**src/rtl/distribute_1x2_out_buffer_pkg.sv**
```systemverilog
// Shared definitions for the 1x2 distribute output buffer: lane indices,
// the idle-lane data value and the occupancy-counter width helper.
package distribute_1x2_out_buffer_pkg;

  typedef enum logic {
    LANE_LOW  = 1'b0,
    LANE_HIGH = 1'b1
  } lane_e;

  // Value presented on an idle lane; sliced down to the payload/cmd width.
  localparam logic [255:0] DUMMY_DATA = '0;

  // Occupancy counters need one extra bit so that "full" (== depth) is representable.
  function automatic int count_width(input int depth);
    return $clog2(depth) + 1;
  endfunction

endpackage

```
**src/rtl/distribute_1x2_out_buffer_if.sv**
```systemverilog
// Handshake/bus bundle between the distribute switch, this buffer and the
// next tree level. The slave modport is the buffer's view.
interface distribute_1x2_out_buffer_if #(
  parameter int DATA_WIDTH         = 32,
  parameter int CMD_WIDTH_PER_DATA = 1,
  parameter int FIFO_DEPTH         = 4
) ();
  import distribute_1x2_out_buffer_pkg::*;

  localparam int CNT_W = count_width(FIFO_DEPTH);

  logic [1:0]                      i_valid;
  logic [2*DATA_WIDTH-1:0]         i_data_bus;
  logic [2*CMD_WIDTH_PER_DATA-1:0] i_cmd;
  logic                            o_en;
  logic [1:0]                      o_valid;
  logic [2*DATA_WIDTH-1:0]         o_data_bus;
  logic [2*CMD_WIDTH_PER_DATA-1:0] o_cmd;
  logic [1:0]                      i_ready;
  logic [2*CNT_W-1:0]              o_count;

  modport master (
    output i_valid, i_data_bus, i_cmd, i_ready,
    input  o_en, o_valid, o_data_bus, o_cmd, o_count
  );

  modport slave (
    input  i_valid, i_data_bus, i_cmd, i_ready,
    output o_en, o_valid, o_data_bus, o_cmd, o_count
  );

endinterface

```
**src/rtl/distribute_1x2_out_buffer_lane_fifo.sv**
```systemverilog
// Single-lane synchronous FIFO holding {cmd, data} entries. A full FIFO
// refuses a push even when it pops in the same cycle.
module distribute_lane_fifo
  import distribute_1x2_out_buffer_pkg::*;
#(
  parameter int WIDTH = 33,
  parameter int DEPTH = 4,
  parameter int CNT_W = count_width(DEPTH)
) (
  input  logic             clk,
  input  logic             rst,
  input  logic             push_i,
  input  logic             pop_i,
  input  logic [WIDTH-1:0] wdata_i,
  output logic [WIDTH-1:0] rdata_o,
  output logic             valid_o,
  output logic [CNT_W-1:0] count_o
);

  localparam int               PTR_W    = $clog2(DEPTH);
  localparam logic [CNT_W-1:0] FULL_CNT = CNT_W'(DEPTH);

  logic [WIDTH-1:0] mem_q [DEPTH];
  logic [PTR_W-1:0] wr_ptr_q, wr_ptr_d;
  logic [PTR_W-1:0] rd_ptr_q, rd_ptr_d;
  logic [CNT_W-1:0] count_q, count_d;
  logic             push_ok, pop_ok;

  // Qualify push/pop against occupancy and compute next pointers/count.
  always_comb begin
    push_ok  = push_i && (count_q != FULL_CNT);
    pop_ok   = pop_i && (count_q != '0);
    wr_ptr_d = wr_ptr_q;
    rd_ptr_d = rd_ptr_q;
    count_d  = count_q;
    if (push_ok) wr_ptr_d = wr_ptr_q + PTR_W'(1);
    if (pop_ok)  rd_ptr_d = rd_ptr_q + PTR_W'(1);
    case ({push_ok, pop_ok})
      2'b10:   count_d = count_q + CNT_W'(1);
      2'b01:   count_d = count_q - CNT_W'(1);
      default: count_d = count_q;
    endcase
  end

  // Pointer and occupancy registers; reset discards all stored entries.
  always_ff @(posedge clk) begin
    if (rst) begin
      wr_ptr_q <= '0;
      rd_ptr_q <= '0;
      count_q  <= '0;
    end else begin
      wr_ptr_q <= wr_ptr_d;
      rd_ptr_q <= rd_ptr_d;
      count_q  <= count_d;
    end
  end

  // Entry storage; stale contents are harmless because the head is qualified by count.
  always_ff @(posedge clk) begin
    if (push_ok) mem_q[wr_ptr_q] <= wdata_i;
  end

  assign rdata_o = mem_q[rd_ptr_q];
  assign valid_o = (count_q != '0);
  assign count_o = count_q;

endmodule

```
**src/rtl/distribute_1x2_out_buffer.sv**
```systemverilog
// Registered output stage behind the 1x2 destination-tag distribute switch.
// Two independent lane FIFOs; a single enable back to the switch stalls both
// lanes whenever either one is full.
// Optional feature macro: DISTRIBUTE_OUT_BUF_BYPASS_EN -- an empty lane whose
// consumer is ready passes the incoming beat straight through with zero latency.
module distribute_1x2_out_buffer
  import distribute_1x2_out_buffer_pkg::*;
#(
  parameter int DATA_WIDTH         = 32,
  parameter int CMD_WIDTH_PER_DATA = 1,
  parameter int FIFO_DEPTH         = 4
) (
  input logic clk,
  input logic rst,
  distribute_1x2_out_buffer_if.slave bus
);

  localparam int               CNT_W    = count_width(FIFO_DEPTH);
  localparam int               DW       = DATA_WIDTH;
  localparam int               CW       = CMD_WIDTH_PER_DATA;
  localparam int               ENTRY_W  = CW + DW;
  localparam logic [CNT_W-1:0] FULL_CNT = CNT_W'(FIFO_DEPTH);

  logic               en;
  logic [1:0]         push, pop, bypass, fifo_valid, valid_out;
  logic [ENTRY_W-1:0] lane_in    [2];
  logic [ENTRY_W-1:0] fifo_head  [2];
  logic [CNT_W-1:0]   fifo_count [2];
  logic [2*DW-1:0]    data_out;
  logic [2*CW-1:0]    cmd_out;
  logic [2*CNT_W-1:0] count_out;

  // Enable depends only on registered counts, never on downstream ready.
  assign en = !rst && (fifo_count[LANE_HIGH] < FULL_CNT) && (fifo_count[LANE_LOW] < FULL_CNT);

  for (genvar k = 0; k < 2; k++) begin : g_lane
    assign lane_in[k] = {bus.i_cmd[k*CW +: CW], bus.i_data_bus[k*DW +: DW]};

    distribute_lane_fifo #(
      .WIDTH (ENTRY_W),
      .DEPTH (FIFO_DEPTH),
      .CNT_W (CNT_W)
    ) u_fifo (
      .clk     (clk),
      .rst     (rst),
      .push_i  (push[k]),
      .pop_i   (pop[k]),
      .wdata_i (lane_in[k]),
      .rdata_o (fifo_head[k]),
      .valid_o (fifo_valid[k]),
      .count_o (fifo_count[k])
    );
  end

  // Per-lane push/pop decisions, optional bypass and output muxing with idle zeros.
  always_comb begin
    push      = '0;
    pop       = '0;
    bypass    = '0;
    valid_out = '0;
    data_out  = '0;
    cmd_out   = '0;
    count_out = '0;
    for (int k = 0; k < 2; k++) begin
`ifdef DISTRIBUTE_OUT_BUF_BYPASS_EN
      bypass[k] = (fifo_count[k] == '0) && bus.i_valid[k] && en && bus.i_ready[k];
`endif
      push[k]      = bus.i_valid[k] && en && !bypass[k];
      pop[k]       = fifo_valid[k] && bus.i_ready[k];
      valid_out[k] = fifo_valid[k] || bypass[k];
      if (fifo_valid[k]) begin
        data_out[k*DW +: DW] = fifo_head[k][DW-1:0];
        cmd_out[k*CW +: CW]  = fifo_head[k][ENTRY_W-1 -: CW];
      end else if (bypass[k]) begin
        data_out[k*DW +: DW] = lane_in[k][DW-1:0];
        cmd_out[k*CW +: CW]  = lane_in[k][ENTRY_W-1 -: CW];
      end else begin
        data_out[k*DW +: DW] = DUMMY_DATA[DW-1:0];
        cmd_out[k*CW +: CW]  = DUMMY_DATA[CW-1:0];
      end
      count_out[k*CNT_W +: CNT_W] = fifo_count[k];
    end
  end

  assign bus.o_en       = en;
  assign bus.o_valid    = valid_out;
  assign bus.o_data_bus = data_out;
  assign bus.o_cmd      = cmd_out;
  assign bus.o_count    = count_out;

endmodule
```
**src/flat_wrapper.sv**
```systemverilog
// flat-port wrapper written by rule: the top's interface ports become plain ports
module distribute_1x2_out_buffer_flat import distribute_1x2_out_buffer_pkg::*;
#(
  parameter int DATA_WIDTH         = 32,
  parameter int CMD_WIDTH_PER_DATA = 1,
  parameter int FIFO_DEPTH         = 4
)
  (clk, rst, bus_i_valid, bus_i_data_bus, bus_i_cmd, bus_i_ready, bus_o_en, bus_o_valid, bus_o_data_bus, bus_o_cmd, bus_o_count);
  distribute_1x2_out_buffer_if #(.DATA_WIDTH(DATA_WIDTH), .CMD_WIDTH_PER_DATA(CMD_WIDTH_PER_DATA), .FIFO_DEPTH(FIFO_DEPTH)) bus_i ();
  input logic clk;
  input logic rst;
  input wire logic [$bits(bus_i.i_valid)-1:0] bus_i_valid;
  input wire logic [$bits(bus_i.i_data_bus)-1:0] bus_i_data_bus;
  input wire logic [$bits(bus_i.i_cmd)-1:0] bus_i_cmd;
  input wire logic [$bits(bus_i.i_ready)-1:0] bus_i_ready;
  output wire logic [$bits(bus_i.o_en)-1:0] bus_o_en;
  output wire logic [$bits(bus_i.o_valid)-1:0] bus_o_valid;
  output wire logic [$bits(bus_i.o_data_bus)-1:0] bus_o_data_bus;
  output wire logic [$bits(bus_i.o_cmd)-1:0] bus_o_cmd;
  output wire logic [$bits(bus_i.o_count)-1:0] bus_o_count;
  assign bus_i.i_valid = bus_i_valid;
  assign bus_i.i_data_bus = bus_i_data_bus;
  assign bus_i.i_cmd = bus_i_cmd;
  assign bus_i.i_ready = bus_i_ready;
  assign bus_o_en = bus_i.o_en;
  assign bus_o_valid = bus_i.o_valid;
  assign bus_o_data_bus = bus_i.o_data_bus;
  assign bus_o_cmd = bus_i.o_cmd;
  assign bus_o_count = bus_i.o_count;
  distribute_1x2_out_buffer #(.DATA_WIDTH(DATA_WIDTH), .CMD_WIDTH_PER_DATA(CMD_WIDTH_PER_DATA), .FIFO_DEPTH(FIFO_DEPTH)) u_core (.clk(clk), .rst(rst), .bus(bus_i));
endmodule
```
**config.mk**
```make
export PLATFORM = sky130hd
export DESIGN_NAME = distribute_1x2_out_buffer_flat
export DESIGN_NICKNAME = d
export VERILOG_FILES = /design/src/rtl/distribute_1x2_out_buffer_pkg.sv /design/src/rtl/distribute_1x2_out_buffer_if.sv /design/src/rtl/distribute_1x2_out_buffer_lane_fifo.sv /design/src/rtl/distribute_1x2_out_buffer.sv /design/src/flat_wrapper.sv
export SDC_FILE = /design/constraint.sdc
export NUM_CORES = 1
export LEC_CHECK = 0
export CAP_MARGIN = 40
export CORE_MARGIN = 2
export CORE_UTILIZATION = 56
export DETAILED_ROUTE_END_ITERATION = 16
export PLACE_DENSITY = 0.81
export SETUP_SLACK_MARGIN = 0.4
export SKIP_CTS_REPAIR_TIMING = 1
export SLEW_MARGIN = 15
export SYNTH_ARGS = -nofsm -noshare
export SYNTH_HDL_FRONTEND = slang
export SYNTH_HIERARCHICAL = 1
export SYNTH_SLANG_ARGS = --single-unit
```
**constraint.sdc**
```tcl
create_clock -name clk -period 3.5 [get_ports clk]
set_clock_uncertainty 0.05 [all_clocks]
set_input_delay 0.35 -clock clk [delete_from_list [all_inputs] [get_ports clk]]
set_output_delay 0.35 -clock clk [all_outputs]
set_load 0.02 [all_outputs]
```
# After elaboration in Yosys (flattened, before gate mapping)
# Memories as Yosys holds them, arrays and structs flattened. A register that Yosys moved wholly into a read port is not among the register bits.
# Cells that the tools add are included.
# word_totals
ff_bits,14
ram_bits,264
input_bits,72
output_inout_bits,75
elab_cells,53
mem_count,2
# memory_table
name,words,width,read_ports,rd_ports_with_merged_regs,write_ports,line_no,text
u_core.g_lane[0].u_fifo.mem_q,4,33,1,1,1,distribute_1x2_out_buffer_lane_fifo.sv:23,logic [WIDTH-1:0] mem_q [DEPTH];
u_core.g_lane[1].u_fifo.mem_q,4,33,1,1,1,distribute_1x2_out_buffer_lane_fifo.sv:23,
# classes
n_addsub,8
n_lt_le_gt_ge,2
n_eq_ne,6
n_mux,14
reduce_logical,15
# op_table
op,n
2-to-1 mux 32 bit,2
one-hot mux 3 bit (2 select lines),2
logical AND 1 bit,10
"adder 2 x 1 -> 2 bit, second input constant",4
2-to-1 mux 2 bit,4
"adder 3 x 1 -> 3 bit, second input constant",2
"less-than comparator 3 bit, second input constant",2
2-to-1 mux 1 bit,6
"!= test 3 bit, second input constant",2
nonzero test 3 bit,2
"subtractor 3 x 1 -> 3 bit, second input constant",2
"== test 2 x 1 -> 1 bit, second input constant",2
"== test 2 bit, second input constant",2
nonzero test 2 bit,2
zero test 1 bit,1

# Longest topological paths before layout
# Gate-level depths: netlist (run 1).
# logic_depth
word_depth,7
ltp_mapped,10
depth_no_buf,10

# Modules after synthesis
# The synthesis (run 1) kept the hierarchy.
# by_module_without_submodules
mod,instances,cells_per_inst,area_per_inst_um2,seq_area_each_um2
distribute_lane_fifo,2,224,5291.3,4144.0
distribute_1x2_out_buffer,1,77,563.0,0.0

# Worst setup path before layout (run 1)
# No wires, ideal clock.
# synth_path
path_type,reg2reg
start,register u_core.g_lane[1].u_fifo.count_q[2]
end,register u_core.g_lane[1].u_fifo.count_q[2]
setup_ns,0.070
arrival_ns,2.592
required_ns,3.380
slack_ns,0.788
path_stages_with_launch,11
path_buffers,1
period_less_slack_ns,2.712
path_cell_list,dfxtp_1 -> or3_1 -> clkbuf_2 -> and2_2 -> o31a_1 -> ha_1 -> inv_1 -> fa_1 -> xor2_1 -> or3_1 -> a21oi_1
# synth_via
word_cells_on_any_way,15
classes_between,2 x add/sub; 1 x order compare; 3 x eq/ne; 1 x mux; 8 x reduce/logical
# synth_rtl
element,line_no,text
"start, declared",distribute_1x2_out_buffer_lane_fifo.sv:26,"logic [CNT_W-1:0] count_q, count_d;"
"start signal, assigned",distribute_1x2_out_buffer_lane_fifo.sv:54,count_q <= count_d;
nonzero test 3 bit (*),distribute_1x2_out_buffer_lane_fifo.sv:64,assign valid_o = (count_q != '0);
net bus_o_valid[1],flat_wrapper.sv:17,output wire logic [$bits(bus_i.o_valid)-1:0] bus_o_valid;
logical AND 1 bit (*),distribute_1x2_out_buffer.sv:69,pop[k] = fifo_valid[k] && bus.i_ready[k];
net u_core.pop[1],distribute_1x2_out_buffer.sv:25,"logic [1:0] push, pop, bypass, fifo_valid, valid_out;"
logical AND 1 bit (*),distribute_1x2_out_buffer_lane_fifo.sv:32,pop_ok = pop_i && (count_q != '0);
net u_core.g_lane[1].u_fifo.pop_ok,distribute_1x2_out_buffer_lane_fifo.sv:27,"logic push_ok, pop_ok;"
== test 2 x 1 -> 1 bit or == test 2 bit (tied branches),distribute_1x2_out_buffer_lane_fifo.sv:38,"case ({push_ok, pop_ok})"
one-hot mux 3 bit (2 select lines) or nonzero test 2 bit (tied branches),n/a,
# The timed path passes the listed nets; every way through them passes the cells marked *.
# A chain may end at the register's enable or synchronous reset.

==> results of run 1 <==
-- layout make-up --
cell class / count / area [um2]
flip-flops and latches: 282 / 8290
fillers: 1183 / 5740
inverters: 14 / 52.6
well taps: 265 / 332
clock buffers: 44 / 802
clock inverters: 7 / 55.1
repair buffers: 162 / 1660
diodes: 1 / 2.50
multi-input cells: 205 / 2600
-- placed cells by master (no fill, tap or decap), drive strengths merged, types with 4 or more instances in the layout --
master | synthesis | layout
nor2 | 16 | 16
xor2 | 6 | 6
clkbuf | 10 | 44
a21oi | 4 | 4
inv | 14 | 14
nand2b | 4 | 4
edfxtp | 264 | 264
or3 | 4 | 4
dfxtp | 18 | 18
and2 | 76 | 76
mux4 | 66 | 66
buf | 14 | 16
ha | 10 | 10
clkinv | 0 | 6
clkdlybuf4s50 | 0 | 146
-- power breakdown --
group | internal, mW | switching (mW) | total [mW] | leakage, nW
clock | 1.63 | 1.13 | 2.76 | 0.415
combinational | 0.393 | 0.381 | 0.774 | 1.48
sequential | 3.77 | 0.0326 | 3.80 | 2.54
-- metal layers --
layer,global-route usage,up-vias
met5,0,-
met4,0.0564,0
met3,0.0374,32
met2,0.355,188
met1,0.256,2830
li1,-,2419
-- through the flow --
stage / std cells / power, mW / hold slack, ps
after floorplan: 525 / 4.27 / 399
after global placement: 928 / 4.63 / 445
after detailed placement: 928 / 4.65 / 463
after CTS: 979 / 7.41 / 386
after global routing: 980 / 7.60 / 401
final: 980 / 7.34 / 406
-- sequential cells by signal, indices dropped and copies added, names as in the netlist, named ones only --
register and flops:
u_core/g_lane.u_fifo/mem_q 264, u_core/g_lane.u_fifo/count_o 6, u_core/g_lane.u_fifo/rd_ptr_q 4, u_core/g_lane.u_fifo/wr_ptr_q 4
-- worst max-delay path: stages, from the launching register on --
cell and delay (ps):
dfxtp_4 520, buf_4 250, mux4_2 510, and2_2 200
clkdlybuf4s50_1 540
-- path summary, 6_finish.rpt --
path | start | to | slack [ps] | cells after the start
min reg2reg | u_core/g_lane[0].u_fifo/wr_ptr_q[1] | u_core/g_lane[0].u_fifo/wr_ptr_q[1] | 480 | 2
max reg2reg | u_core/g_lane[1].u_fifo/count_o[2] | u_core/g_lane[1].u_fifo/count_o[2] | 1050 | 9
max | flop | bus_o_data_bus[7] | 570 | 4
min | bus_i_data_bus[52] | u_core/g_lane[1].u_fifo/mem_q[3][20] | 410 | 1
-- logic make-up after synthesis --
| family | share of synthesized area |
|---|---|
| buffers and inverters | 0.0242 |
| AOI/OAI and AO/OA | 0.00965 |
| adders and majority gates | 0.0148 |
| xor gates and xnor gates | 0.00629 |
| muxes | 0.139 |
| DFF | 0.744 |
| and+or+nand+nor | 0.0622 |
==> flow_summary.yaml, run 1 <==
status:
  status: "completed"
logic_synthesis:
  avgSynthCellArea_um2: 21.2
  synth-seq-cells: 282
  yosysTopAreaCell: "edfxtp_1"
  synth_area_leaders: "edfxtp_1 (71%), mux4_2 (12%), and2_2 (4.6%), dfxtp_1 (3.2%), mux4_1 (1.4%)"
  synth_common_cells: "edfxtp_1 (264), and2_2 (68), mux4_2 (60)"
  yosysMostFrequentCell: "edfxtp_1"
  ys_types: 28
  yosysWarnings: 6
  yosysSeqAreaShare: 0.744
  synth_edf_count: 264
  ys.flop_type: "edfxtp_1"
  synth_top_area_frac: 0.711
  netlist_area_mm2: 0.0111
  syn_inst: 525
  syn_nets: 609
  synthArstFlopShare: 0
timing:
  setup_violations: 0
  fin_crit_sh: 0.838
  finalHoldViolations: 0
  tightestPinTransition_ps: 522
  finalSetupTns_ps: 0
  period_minus_slack_ps: 2930
  drv_slew: 0
  fin_ws_ps: 566
  rsz0062_at_grt: "no"
  max_freq_ghz: 0.341
  slew_headroom: 0.652
critical_path:
  crit_path_end_kind: "output port"
  crit_required_ps: 3100
  setup.worst_path.class: "flop to output port"
  arrival_ps: 2530
  worstPathMaxFanout: 14
  crit_path_start_kind: "flop"
clocking:
  cts-root-buf: "clkbuf_16"
  clk_latency_ps: 510
  clk_pin_slew_ps: 60
  cts_max_level: 1
  cts_buffers: 28
  cts_buffer_depth: 3
  cts_tree: "built"
  cts_sinks: 282
placement:
  gp_congestion: 0.783
  hpwlAfterDp_um: 13100
  io_buffers: 146
  place_ws_ps: 560
  dpl-instance-area_mm2: 0.0129
routing:
  met3WireLength_um: 1270
  finalWirelength_um: 20800
  vias_per_cell: 5.58
  first_pass_iters: 4
  postRouteAntennaNets: 0
  drt_iter0_drc: 386
  wl_per_cell_um: 21.3
  highest_layer: "met4"
  vias: 5469
  wl_met2_um: 11000
  wl_met1_um: 8170
  drc: 0
finish:
  stdcell_area_mm2: 0.0138
  drive_above_1_share: 0.269
  nNetsFinal: 777
  utilization: 0.706
  flow.area_growth_from_synthesis_pct: 23.7
floorplanning:
  rows: 51
  die_area_mm2: 0.0210
  initial_core_util: 0.571
  core-area_mm2: 0.0195
  die_h_um: 145
  dieWidth_um: 145
  io_pins: 147
global_routing:
  grt_max_degree: 35
  grt_overflow: 0
  track_usage: 0.200
  antenna_found_initial: 1
  grt_pass1_vias: 5958
  grt_pass1_wl_um: 32900
hold_path:
  min_path_type: "primary input to flop"
flow_run:
  drv_cap: 0
power_and_ir_drop:
  p_leak_nw: 4.44
  cellPowerDensity_mw_per_mm2: 532
  ir_drop_v: 0.000589
Power figures use the tool's default switching activity.
==> run 2, diff against run 1 <==
--- a/config.mk
+++ b/config.mk
@@ -7,9 +7,9 @@
 export LEC_CHECK = 0
 export CAP_MARGIN = 40
 export CORE_MARGIN = 2
-export CORE_UTILIZATION = 56
+export CORE_UTILIZATION = 50
 export DETAILED_ROUTE_END_ITERATION = 16
-export PLACE_DENSITY = 0.81
+export PLACE_DENSITY = 0.76
 export SETUP_SLACK_MARGIN = 0.4
 export SKIP_CTS_REPAIR_TIMING = 1
 export SLEW_MARGIN = 15
==> constraint.sdc (replaced) <==
create_clock -name clk -period 2.4 [get_ports clk]
set_clock_uncertainty 0.05 [all_clocks]
set_input_delay 0.24 -clock clk [delete_from_list [all_inputs] [get_ports clk]]
set_output_delay 0.24 -clock clk [all_outputs]
set_load 0.02 [all_outputs]
==> flow_summary.yaml, run 2 (synthesized netlist as in run 1, its figures left out) <==
power_and_ir_drop:
  pwr-share-seq: 0.482
  switchingPower_mw: 2.41
  p_leak_nw: 4.98
  combPwrFrac: 0.120
  cellPowerDensity_mw_per_mm2: 783
  p_clk_frac: 0.398
  ir_drop_v: 0.000765
  power.share.switching: 0.210
  internal-power_mw: 9.08
critical_path:
  crit_required_ps: 2110
  r2r_slack_ps: 190
  crit_path_start_kind: "flop"
  worstPathMaxFanout: 8
  setup.worst_path.class: "flop to output port"
  crit_path_end_kind: "output port"
  arrival_ps: 2010
floorplanning:
  io_pins: 147
  rows: 54
  core-area_mm2: 0.0218
  dieWidth_um: 153
  initial_core_util: 0.511
  die_area_mm2: 0.0235
  die_h_um: 153
routing:
  finalWirelength_um: 21800
  vias: 5518
  first_pass_iters: 4
  drc: 0
  postRouteAntennaNets: 0
  drt_iter0_drc: 343
  vias_per_cell: 5.39
  wl_per_cell_um: 21.3
timing:
  rsz0062_at_grt: "yes"
  max_freq_ghz: 0.434
  period_minus_slack_ps: 2300
  tightestPinTransition_ps: 485
  drv_slew: 0
  finalHoldViolations: 0
  finalSetupTns_ps: 0
  setup_violations: 0
  slew_headroom: 0.673
  fin_crit_sh: 0.960
  holdWs_ps: 298
finish:
  seq_area_mm2: 0.00832
  regMostFlops: "u_core/g_lane.u_fifo/mem_q"
  largest_reg_flops: 264
  utilization: 0.673
  stdcell_area_mm2: 0.0147
  nNetsFinal: 805
  stdcell_count: 1023
  insertedDiodeCount: 0
  multi_input_area_mm2: 0.00272
  mostFrequentLayoutCells: "edfxtp_1 (264), clkdlybuf4s50_1 (77), and2_4 (68)"
  final_common_cell: "edfxtp_1"
  drive_above_1_share: 0.440
  flow.area_growth_from_synthesis_pct: 31.7
  fill_cells: 1398
global_routing:
  antenna_found_initial: 1
  grt_pass1_vias: 5775
  grt_pass1_wl_um: 32000
  grt_overflow: 0
  grt_max_degree: 35
  track_usage: 0.175
clocking:
  cts-root-buf: "clkbuf_16"
  cts_max_level: 1
  cts_tree: "built"
  cts_buffer_depth: 3
  clk_latency_ps: 520
  clk_pin_slew_ps: 60
  cts_buffers: 28
  cts_sinks: 282
placement:
  gp_congestion: 0.768
  dpl-instance-area_mm2: 0.0132
  hpwlAfterDp_um: 12600
  io_buffers: 146
  numPlacedInstances: 951
status:
  status: "completed"
flow_run:
  drv_cap: 0
hold_path:
  min_path_type: "primary input to flop"
[run 2: cell count changes in the layout (fill, tap and decap cells not counted), moves of 7 or more]
cell | previous run | this run
buf_12 | 6 | 20
dfxtp_4 | 1 | 8
and2_4 | 0 | 68
and2_2 | 76 | 8
clkbuf_1 | 13 | 2
buf_6 | 0 | 67
clkdlybuf4s50_1 | 146 | 77
[run 2: worst paths after layout]
| path | from | end | depth (start not counted) |
|---|---|---|---|
| max | flop | bus_o_data_bus[7] | 4 |
| min | bus_i_data_bus[2] | u_core/g_lane[0].u_fifo/mem_q[2][2] | 1 |
| max reg2reg | u_core/g_lane[0].u_fifo/count_o[0] | u_core/g_lane[0].u_fifo/count_o[2] | 9 |
| min reg2reg | u_core/g_lane[0].u_fifo/wr_ptr_q[1] | u_core/g_lane[0].u_fifo/wr_ptr_q[1] | 2 |
[run 2: through the flow]
step                total power [mW]  setup slack, ps
floorplan                       6.25              108
global placement                6.79             29.6
detailed placement              6.82             -147
CTS                             11.4             -385
global route                    11.9             28.4
finish                          11.5             96.3
[run 2: power groups by stage]
stage,Combinational [mW],Sequential (mW),Clock (mW)
after floorplan,0.607,5.64,0
after global placement,1.15,5.63,0
after detailed placement,1.18,5.64,0
after CTS,1.19,5.54,4.67
after global routing,1.45,5.55,4.88
final,1.37,5.54,4.58
[run 2: area by class of cell]
cell class | count | share of cell area
Inverter | 14 | 0.00358
Clock inverter | 18 | 0.0158
Sequential cell | 282 | 0.567
Tap cell | 280 | 0.0239
Clock buffer | 34 | 0.0527
Multi-Input combinational cell | 205 | 0.185
Timing Repair Buffer | 190 | 0.152
[run 2: critical path, stage by stage (launching register included)]
cell	delay [ps]
dfxtp_4	460
clkbuf_16	210
mux4_2	500
and2_4	180
buf_6	120
[run 2: routing by layer]
| metal | routed length (um) | share of wire | vias up | GRT usage |
|---|---|---|---|---|
| met5 | 13 | 0.00060 | - | 0 |
| met4 | 382 | 0.018 | 2 | 0.0414 |
| met3 | 1280 | 0.059 | 28 | 0.0312 |
| met2 | 11300 | 0.52 | 191 | 0.301 |
| met1 | 8820 | 0.41 | 2823 | 0.236 |
| li1 | - | - | 2474 | - |
